$ cat config.mk
export PLATFORM = sky130hd
export DESIGN_NAME = mult_sequencer_flat
export DESIGN_NICKNAME = d
export VERILOG_FILES = /design/src/rtl/mult_sequencer_if.sv /design/src/rtl/mult_sequencer.sv /design/src/flat_wrapper.sv
export SDC_FILE = /design/constraint.sdc
export NUM_CORES = 1
export LEC_CHECK = 0
export ABC_CLOCK_PERIOD_IN_PS = 10100
export CORE_UTILIZATION = 40
export CTS_CLUSTER_SIZE = 30
export DETAILED_ROUTE_END_ITERATION = 8
export SETUP_SLACK_MARGIN = 0.05
export SKIP_CTS_REPAIR_TIMING = 1
export SYNTH_ARGS = -nofsm -noshare
export SYNTH_HDL_FRONTEND = slang
export SYNTH_SLANG_ARGS = --single-unit
$ cat constraint.sdc
create_clock -name clk -period 10.1 [get_ports clk]
set_input_delay 3.03 -clock clk [delete_from_list [all_inputs] [get_ports clk]]
set_output_delay 3.03 -clock clk [all_outputs]
set_load 0.1 [all_outputs]
$ cat src/rtl/mult_sequencer_if.sv
// rtl/mult_sequencer_if.sv - request/result bundle between the EX stage and the multiply sequencer
interface mult_sequencer_if;
  logic        start;
  logic        flush;
  logic [31:0] srca;
  logic [31:0] srcb;
  logic        stall;
  logic        done;
  logic [31:0] result_lo;
  logic [31:0] result_hi;

  modport master (
    output start, flush, srca, srcb,
    input  stall, done, result_lo, result_hi
  );

  modport slave (
    input  start, flush, srca, srcb,
    output stall, done, result_lo, result_hi
  );
endinterface

$ cat src/rtl/mult_sequencer.sv
// rtl/mult_sequencer.sv - shift-and-add 32x32 unsigned multiplier sequencer; MULT_EARLY_TERM_EN enables early termination
module mult_sequencer (
  input  logic              clk,
  input  logic              rst_n,
  mult_sequencer_if.slave   bus
);

  typedef enum logic [1:0] {
    IDLE = 2'd0,
    RUN  = 2'd1,
    DONE = 2'd2
  } state_t;

  state_t      state;
  state_t      state_next;
  logic [63:0] mcand;
  logic [63:0] acc;
  logic [63:0] acc_next;
  logic [63:0] res;
  logic [31:0] mplier;
  logic [5:0]  cnt;
  logic        last_iter;
  logic        accept;
  logic        iterate;
  logic        stall_c;
  logic        done_c;

  assign acc_next = acc + (mplier[0] ? mcand : 64'd0);

`ifdef MULT_EARLY_TERM_EN
  // Finish as soon as no set multiplier bits remain after this iteration's shift.
  assign last_iter = (cnt == 6'd31) || (mplier[31:1] == 31'd0);
`else
  assign last_iter = (cnt == 6'd31);
`endif

  assign accept  = (state == IDLE) && bus.start && !bus.flush;
  assign iterate = (state == RUN) && !bus.flush;

  always_ff @(posedge clk) begin
    if (!rst_n) begin
      state <= IDLE;
    end else begin
      state <= state_next;
    end
  end

  always_comb begin
    state_next = state;
    stall_c    = 1'b0;
    done_c     = 1'b0;
    case (state)
      IDLE: begin
        if (bus.start && !bus.flush) begin
          state_next = RUN;
          stall_c    = 1'b1;
        end
      end
      RUN: begin
        if (bus.flush) begin
          state_next = IDLE;
        end else begin
          stall_c = 1'b1;
          if (last_iter) begin
            state_next = DONE;
          end
        end
      end
      DONE: begin
        done_c     = 1'b1;
        state_next = IDLE;
      end
      default: state_next = IDLE;
    endcase
  end

  always_ff @(posedge clk) begin
    if (!rst_n) begin
      mcand  <= 64'd0;
      mplier <= 32'd0;
      acc    <= 64'd0;
      cnt    <= 6'd0;
      res    <= 64'd0;
    end else if (accept) begin
      mcand  <= {32'd0, bus.srca};
      mplier <= bus.srcb;
      acc    <= 64'd0;
      cnt    <= 6'd0;
    end else if (iterate) begin
      mcand  <= mcand << 1;
      mplier <= mplier >> 1;
      acc    <= acc_next;
      cnt    <= cnt + 6'd1;
      // Capture includes the final iteration's partial product.
      if (last_iter) begin
        res <= acc_next;
      end
    end
  end

  assign bus.stall     = stall_c & rst_n;
  assign bus.done      = done_c & rst_n;
  assign bus.result_lo = res[31:0];
  assign bus.result_hi = res[63:32];

endmodule

$ cat src/flat_wrapper.sv
// flat-port wrapper written by rule: the top's interface ports become plain ports
module mult_sequencer_flat 
  (clk, rst_n, bus_start, bus_flush, bus_srca, bus_srcb, bus_stall, bus_done, bus_result_lo, bus_result_hi);
  mult_sequencer_if bus_i ();
  input  logic clk;
  input  logic rst_n;
  input wire logic [$bits(bus_i.start)-1:0] bus_start;
  input wire logic [$bits(bus_i.flush)-1:0] bus_flush;
  input wire logic [$bits(bus_i.srca)-1:0] bus_srca;
  input wire logic [$bits(bus_i.srcb)-1:0] bus_srcb;
  output wire logic [$bits(bus_i.stall)-1:0] bus_stall;
  output wire logic [$bits(bus_i.done)-1:0] bus_done;
  output wire logic [$bits(bus_i.result_lo)-1:0] bus_result_lo;
  output wire logic [$bits(bus_i.result_hi)-1:0] bus_result_hi;
  assign bus_i.start = bus_start;
  assign bus_i.flush = bus_flush;
  assign bus_i.srca = bus_srca;
  assign bus_i.srcb = bus_srcb;
  assign bus_stall = bus_i.stall;
  assign bus_done = bus_i.done;
  assign bus_result_lo = bus_i.result_lo;
  assign bus_result_hi = bus_i.result_hi;
  mult_sequencer u_core (.clk(clk), .rst_n(rst_n), .bus(bus_i));
endmodule
==> results of run 1 <==
-- worst paths after layout --
check / startpoint / endpoint / slack [ns] / cells past startpoint
setup / recovery: bus_flush / bus_stall / 2.20 / 5
hold / removal: u_core.res[19]$_SDFFE_PN0P_ / u_core.res[19]$_SDFFE_PN0P_ / 0.45 / 2
setup reg to reg: u_core.mplier[0]$_SDFFE_PN0P_ / u_core.res[60]$_SDFFE_PN0P_ / 5.38 / 13
hold reg to reg: u_core.res[19]$_SDFFE_PN0P_ / u_core.res[19]$_SDFFE_PN0P_ / 0.45 / 2
-- state kept, by name, summed over array words and instances (netlist names) --
register	flops
u_core.acc	64
u_core.cnt	6
u_core.mcand	64
u_core.mplier	32
u_core.res	64
u_core.state	2
-- power by group --
group | switching [W] | internal (W)
registers | 0.0000151 | 0.000936
clock network | 0.000377 | 0.000538
logic | 0.0000766 | 0.0000499
total | 0.000469 | 0.00152
-- layer usage --
layer	wire, µm	vias up
met1	17400	5684
met2	15900	259
met3	1990	50
met5	17	-
met4	720	2
li1	-	6066
-- layout make-up --
type | count | area (µm²) | area share [%]
Clock buffer | 43 | 806 | 5.34
Tap cell | 402 | 503 | 3.33
Clock inverter | 3 | 15.0 | 0.0995
Inverter | 18 | 68.8 | 0.456
Timing Repair Buffer | 146 | 1420 | 9.44
Sequential cell | 232 | 4640 | 30.8
Multi-Input combinational cell | 1336 | 7620 | 50.5
-- layout by cell type, fill, tap and decap left out, drive strengths merged, types with 11 or more instances in the layout --
cell           netlist  layout
and2                69      69
dfxtp              232     232
o21bai              14      14
inv                 18      17
xnor2               33      33
a211oi              13      13
and3                11      11
a31oi               18      18
a311oi              62      62
nand4               31      31
ha                  64      64
clkdlybuf4s50        0     131
o21ai               63      63
xor2                25      25
o31ai               15      15
nand3               36      36
clkbuf              98      43
nor2               123     123
nand2              423     423
nor3                13      13
a21oi              205     205
a21o                33      33
buf                 21      15
-- cells by family after synthesis --
family,share of synthesized area (%)
and+or+nand+nor,25.8
AOI/OAI and AO/OA,23.1
DFF,36.3
buffers and inverters,4.25
adders and majority gates,6.42
xor gates and xnor gates,3.97
muxes,0.157
-- critical path: cells and delay by family --
kind            cells  cell delay [ns]
buf+inv             2             0.75
simple gates        2             0.72
compound gates      1             0.36
-- stage by stage --
| step | hold slack (ns) | setup slack (ns) | power, W | util, % |
|---|---|---|---|---|
| after detailed placement | 0.447 | 2.21 | 0.00110 | 45.3 |
| after CTS | 0.456 | 2.20 | 0.00202 | 47.9 |
| final | 0.454 | 2.20 | 0.00199 | 47.9 |
| after floorplan | 0.436 | 1.58 | 0.00104 | - |
| after global placement | 0.444 | 2.26 | 0.00110 | 45.3 |
| after global routing | 0.467 | 2.09 | 0.00207 | 47.9 |
==> impl_metrics.tcl, run 1 <==
set metrics [dict create \
    run_status "complete, no violations" \
    rsz0062_at_grt "no" \
    crit_type "input pin to output pin" \
    critPathLaunchType "input pin" \
    wl_mm 36.1 \
    hold_class "flop to flop" \
    area.growth.synth_to_final_pct 17.9 \
    ios 134 \
    drtPass1Iterations 5 \
    cp_cell_sequence "clkdlybuf4s50_1, nor2_1, nand2_4, a21oi_1, buf_4" \
    yosysMostFrequentCell "nand2_1" \
    layout.nets 1893 \
    fin_skew_ns 0.00721 \
    cts.sinks 232 \
    io_buffers 133 \
    cp_slowest_cell "nand2_4" \
    fmax_ghz 0.127 \
    seq_area_frac_synth_pct 36.3 \
    track_usage_pct 21.6 \
    finalNonFillerCells 2180 \
    drive_above_1_share_pct 3.99 \
    timing.final.crit_share_pct 78.2 \
    cp_max_fo 67 \
    diodes 0 \
    coreArea_um2 31500 \
    gp_congestion 0.948 \
    synth.distinct_cells 68 \
    use_met3_pct 2.94 \
    cpPeakStageDelay_ns 0.46 \
    htreeDepth 1 \
    grt_max_degree 100 \
    grt_pass1_vias 11529 \
    syn_area_um2 12800 \
    dpl.hpwl_mm 24.9 \
    cp.arrival_ns 4.87 \
    grt_use_met2_pct 34.9 \
    finalMaxSlewViolations 0 \
    fin_area_um2 15100 \
    grt_pass1_wl_mm 58.7 \
    synth_edf_count 0 \
    required_ns 7.07 \
    dieHeight_um 181 \
    ys_ff_latch 232 \
    synth_cells 1705 \
    wire_per_inst_um 16.5 \
    cts_tree "built" \
    cts.clk_slew.worst_paths_ns 0.06 \
    fin_crit_ns 7.90 \
    yosys.area.top_type "dfxtp_1" \
    clk_latency_ns 0.54 \
    power.density_nw_per_um2 132 \
    dr.first_iter.drc_count 784 \
    num-fill-cells 3122 \
    clk_path_buf_depth 3 \
    via_count 12061 \
    postPlaceCellArea_um2 14300 \
    viasPerCell 5.53 \
    grt_overflow 0 \
    drc 0 \
    use_met1_pct 30.1 \
    root_buffer "clkbuf_16" \
    synth_async_sr_flop_share_pct 0 \
    die-area_um2 32700 \
    syn-num-nets 1838 \
    drv_cap 0 \
    synth_ff_type "dfxtp_1" \
    hold_violations 0 \
    synth_top_area_share_pct 36.3 \
    synth_area_leaders "dfxtp_1 36%, nand2_1 12%, a21oi_1 7.9%, ha_1 6.3%, a311oi_1 4.2%" \
    row_count 65 \
    antenna_found_initial 1 \
    placed_cells 2134 \
    finalSetupViolCount 0 \
    synth_common_cells "423 x nand2_1, 232 x dfxtp_1, 201 x a21oi_1" \
    worst_setup_path_end_kind "output pin" \
    slew_headroom_pct 27.4 \
    p_leak_nw 5.60 \
    initial_core_util_pct 40.6 \
    ant_nets 0 \
    worst_pin_slew_ns 1.09 \
    die_width_um 181 \
    yosys_warnings 0 \
    busiest_layer "met2" \
    setup_tns_ns 0 \
    synth_area_per_cell_um2 7.50 \
    peakVddDrop_mv 0.101 \
    cts_buffers 26 \
]
No activity file was read; power rests on OpenSTA's default activity.
==> run 2, diff against run 1 <==
--- a/config.mk
+++ b/config.mk
@@ -5,7 +5,7 @@
 export SDC_FILE = /design/constraint.sdc
 export NUM_CORES = 1
 export LEC_CHECK = 0
-export ABC_CLOCK_PERIOD_IN_PS = 10100
+export ABC_CLOCK_PERIOD_IN_PS = 7010
 export CORE_UTILIZATION = 40
 export CTS_CLUSTER_SIZE = 30
 export DETAILED_ROUTE_END_ITERATION = 8
==> constraint.sdc (replaced) <==
create_clock -name clk -period 7.01 [get_ports clk]
set_input_delay 2.103 -clock clk [delete_from_list [all_inputs] [get_ports clk]]
set_output_delay 2.103 -clock clk [all_outputs]
set_load 0.1 [all_outputs]
==> impl_metrics.tcl, run 2 (synthesis gave the netlist of run 1 again) <==
set metrics [dict create \
    p_leak_nw 5.63 \
    wire_per_inst_um 16.7 \
    fmax_ghz 0.180 \
    final_cell_mix "420 x nand2_1, 232 x dfxtp_1, 201 x a21oi_1" \
    finalNonFillerCells 2181 \
    drv_cap 0 \
    p_sw_share_pct 23.9 \
    cts.sinks 232 \
    clockPowerShare_pct 46.8 \
    multiInputGateArea_um2 7620 \
    gp_congestion 0.899 \
    worst_setup_path_end_kind "output pin" \
    finalMaxSlewViolations 0 \
    area.growth.synth_to_final_pct 18.5 \
    dpl.hpwl_mm 24.8 \
    coreArea_um2 31500 \
    crit_type "input pin to output pin" \
    worst_pin_slew_ns 1.04 \
    required_ns 4.91 \
    drc 0 \
    hold_class "flop to flop" \
    diodes 0 \
    run_status "complete, no violations" \
    fin_crit_ns 5.56 \
    timing.final.crit_share_pct 79.4 \
    use_met1_pct 30.9 \
    root_buffer "clkbuf_16" \
    grt_pass1_wl_mm 59.3 \
    critPathLaunchType "input pin" \
    cp.arrival_ns 3.46 \
    clk_path_buf_depth 3 \
    grt_overflow 0 \
    clk_latency_ns 0.54 \
    htreeDepth 1 \
    initial_core_util_pct 40.6 \
    grt_pass1_vias 11498 \
    placed_cells 2135 \
    via_count 12074 \
    grt_max_degree 167 \
    ios 134 \
    dp_slack_ns 1.45 \
    cp_cell_sequence "clkdlybuf4s50_1, nor2_1, nand3b_1, a21oi_1, buf_12" \
    slew_headroom_pct 30.7 \
    finalSetupViolCount 0 \
    setup_tns_ns 0 \
    track_usage_pct 21.9 \
    power.switching_w 0.000700 \
    p_comb_share_pct 6.3 \
    cpPeakStageDelay_ns 0.42 \
    dr.first_iter.drc_count 829 \
    use_met3_pct 3.25 \
    hold_violations 0 \
    die_width_um 181 \
    cp_slowest_cell "clkdlybuf4s50_1" \
    drive_above_1_share_pct 4.33 \
    antenna_found_initial 0 \
    io_buffers 133 \
    busiest_layer "met2" \
    layout.nets 1894 \
    seq_power_share_pct 46.8 \
    viasPerCell 5.54 \
    top_regs "u_core.acc x64, u_core.mcand x64, u_core.res x64" \
    peakVddDrop_mv 0.150 \
    drtPass1Iterations 5 \
    die-area_um2 32700 \
    sequential_cell_area_um2 4640 \
    cts.clk_slew.worst_paths_ns 0.06 \
    post-route-worst-setup-slack_ns 1.45 \
    rsz0062_at_grt "no" \
    row_count 65 \
    ant_nets 0 \
    dieHeight_um 181 \
    cts_buffers 26 \
    num-fill-cells 3114 \
    power.density_nw_per_um2 193 \
    cts_tree "built" \
    grt_use_met2_pct 34.8 \
    final_common_cell "nand2_1" \
    fin_skew_ns 0.0149 \
    cp_max_fo 3 \
    wl_mm 36.3 \
    internal_power_w 0.00222 \
]
run 2: changes by cell type in the layout (fill, tap and decap cells not counted), moves of 2 or more:
cell,delta
inv_6,+2
buf_4,-2
buf_12,+3
clkinv_2,+2
clkbuf_1,-5
run 2: worst paths after layout:
kind	end	slack, ns	depth (start not counted)	from
setup / recovery	bus_stall	1.45	5	bus_flush
hold / removal	u_core.res[18]$_SDFFE_PN0P_	0.45	2	u_core.res[18]$_SDFFE_PN0P_
setup reg to reg	u_core.acc[60]$_SDFFE_PP0P_	2.29	13	u_core.mplier[0]$_SDFFE_PN0P_
hold reg to reg	u_core.res[18]$_SDFFE_PN0P_	0.45	2	u_core.res[18]$_SDFFE_PN0P_
run 2: cell type report:
type | count | area share [%]
clock buffers | 37 | 5.10
clock inverters | 9 | 0.536
inverters | 18 | 0.454
multi-input cells | 1336 | 50.3
flip-flops and latches | 232 | 30.6
well taps | 402 | 3.32
repair buffers | 147 | 9.69
run 2: per-layer routing:
layer	vias up	share of wire, %
li1	6092	-
met4	0	2.1
met3	51	4.9
met1	5655	49
met2	276	44
met5	-	0
run 2: power groups by stage:
stage / combinational (W) / sequential (W) / clock, W
after floorplan: 0.000113 / 0.00139 / 0
after global placement: 0.000184 / 0.00140 / 0
after detailed placement: 0.000186 / 0.00140 / 0
after CTS: 0.000187 / 0.00137 / 0.00140
after global routing: 0.000204 / 0.00137 / 0.00145
final: 0.000185 / 0.00137 / 0.00137
run 2: worst max-delay path: cells and delay by family:
family / cells / cell delay, ns
AOI/OAI and AO/OA: 1 / 0.31
buffers and inverters: 2 / 0.64
and+or+nand+nor: 2 / 0.42
run 2: stage by stage:
stage	hold WS (ns)	util, %	instance area, µm²	power, W
final	0.453	48.2	15200	0.00292
after global routing	0.473	48.2	15200	0.00303
after CTS	0.456	48.2	15200	0.00296
after detailed placement	0.448	45.5	14300	0.00159
after global placement	0.443	45.5	14300	0.00158
after floorplan	0.436	-	12800	0.00150
==> run 3, diff against run 2 <==
--- a/config.mk
+++ b/config.mk
@@ -5,7 +5,7 @@
 export SDC_FILE = /design/constraint.sdc
 export NUM_CORES = 1
 export LEC_CHECK = 0
-export ABC_CLOCK_PERIOD_IN_PS = 7010
+export ABC_CLOCK_PERIOD_IN_PS = 5700
 export CORE_UTILIZATION = 40
 export CTS_CLUSTER_SIZE = 30
 export DETAILED_ROUTE_END_ITERATION = 8
==> constraint.sdc (replaced) <==
create_clock -name clk -period 5.7 [get_ports clk]
set_input_delay 1.71 -clock clk [delete_from_list [all_inputs] [get_ports clk]]
set_output_delay 1.71 -clock clk [all_outputs]
set_load 0.1 [all_outputs]
==> impl_metrics.tcl, run 3 (synthesis gave the netlist of run 1 again) <==
set metrics [dict create \
    wl_mm 36.9 \
    grt_max_degree 165 \
    finalSetupViolCount 0 \
    utilization_pct 48.5 \
    final_cell_mix "420 x nand2_1, 232 x dfxtp_1, 201 x a21oi_1" \
    clk_path_buf_depth 3 \
    row_count 65 \
    ant_nets 0 \
    ios 134 \
    drv_cap 0 \
    drive_above_1_share_pct 5.03 \
    worst_setup_path_end_kind "output pin" \
    critPathLaunchType "input pin" \
    multiInputGateArea_um2 7630 \
    worst_pin_slew_ns 1.08 \
    holdWs_ns 0.453 \
    power.density_nw_per_um2 239 \
    diodes 0 \
    gp_congestion 0.916 \
    cp_max_fo 3 \
    final_common_cell "nand2_1" \
    area.growth.synth_to_final_pct 19.2 \
    antenna_found_initial 3 \
    die-area_um2 32700 \
    path_buf_inv 2 \
    startpoint "bus_flush" \
    fin_skew_ns 0.0115 \
    drtPass1Iterations 5 \
    root_buffer "clkbuf_16" \
    grt_pass1_vias 11455 \
    clk_latency_ns 0.55 \
    p_leak_nw 5.69 \
    r2r-start "u_core.mplier[0]$_SDFFE_PN0P_" \
    layout.nets 1901 \
    grt_pass1_wl_mm 60.4 \
    htreeDepth 1 \
    cts.sinks 232 \
    dpl.hpwl_mm 25.9 \
    num-fill-cells 3122 \
    cts.clk_slew.worst_paths_ns 0.06 \
    wire_per_inst_um 16.8 \
    cp_slowest_cell "clkdlybuf4s50_1" \
    die_width_um 181 \
    dr.first_iter.drc_count 843 \
    peakVddDrop_mv 0.215 \
    via_count 12084 \
    run_status "complete, no violations" \
    min-delay-start "u_core.res[58]$_SDFFE_PN0P_" \
    fmax_ghz 0.211 \
    setup_tns_ns 0 \
    required_ns 3.99 \
    cpPeakStageDelay_ns 0.41 \
    grt_overflow 0 \
    cp_cell_sequence "clkdlybuf4s50_1, nor2_1, nand3b_1, a21oi_1, buf_12" \
    top_regs "u_core.acc x64, u_core.mcand x64, u_core.res x64" \
    track_usage_pct 22.4 \
    cts_tree "built" \
    viasPerCell 5.52 \
    coreArea_um2 31500 \
    finalMaxSlewViolations 0 \
    dieHeight_um 181 \
    fin_crit_ns 4.75 \
    crit_type "input pin to output pin" \
    rsz0062_at_grt "no" \
    io_buffers 133 \
    hold_violations 0 \
    hold_class "flop to flop" \
    cp.arrival_ns 3.04 \
    initial_core_util_pct 40.6 \
    crit_family "buffers and inverters" \
    sequential_cell_area_um2 4640 \
    timing.final.crit_share_pct 83.3 \
    drc 0 \
    slew_headroom_pct 28.0 \
    cts_buffers 27 \
]
## run 3: cell types whose count changed in the layout (fill, tap and decap cells not counted), sizes merged
| cell | before | now |
|---|---|---|
| buf | 16 | 22 |
| clkbuf | 37 | 35 |
| clkinv | 7 | 8 |
| clkinvlp | 0 | 2 |
| inv | 19 | 22 |
## run 3: where the power goes
group | total [W] | switching, W | internal (W) | leakage, nW
logic | 0.000229 | 0.000138 | 0.0000912 | 3.36
clock network | 0.00173 | 0.000731 | 0.00100 | 0.444
registers | 0.00169 | 0.0000276 | 0.00166 | 1.88
## run 3: worst paths after layout
check | to | slack (ns) | cells after the start
worst min-delay path | u_core.res[58]$_SDFFE_PN0P_ | 0.45 | 2
worst max-delay path | bus_stall | 0.95 | 5
worst min register to register | u_core.res[58]$_SDFFE_PN0P_ | 0.45 | 2
worst max register to register | u_core.acc[60]$_SDFFE_PP0P_ | 1.29 | 13
## run 3: worst register-to-register path, cell delays in order (launching register included)
cell	delay (ns)
dfxtp_1	0.76
buf_4	0.37
and2_1	0.16
ha_1	0.27
and2_1	0.25
a21o_1	0.24
a21oi_4	0.24
o21bai_1	0.13
a2111o_1	0.47
a2111oi_1	0.77
o31ai_1	0.22
xor2_1	0.24
nand2_1	0.08
a21oi_1	0.16
## run 3: metrics by stage
stage               total power [W]  std cells  setup slack [ns]  cell area, µm²
detailed placement          0.00195       2141             0.937           14400
global route                0.00379       2191             0.870           15300
global placement            0.00195       2141             0.943           14400
CTS                         0.00369       2191             0.944           15300
finish                      0.00365       2191             0.953           15300
floorplan                   0.00185       1705             0.195           12800
## run 3: per-layer routing
layer	vias up	GRT usage [%]	part of all wire (%)
li1	6100	-	-
met1	5645	32.8	49
met2	290	33.9	43
met3	43	4.52	6.6
met4	6	4.44	1.2
met5	-	0	0.11
## run 3: cell type report
class,instances,share of cell area [%]
flip-flops and latches,232,30.5
inverters,18,0.451
clock buffers,35,5.02
repair buffers,153,9.93
well taps,402,3.30
multi-input cells,1336,50.0
clock inverters,15,0.829
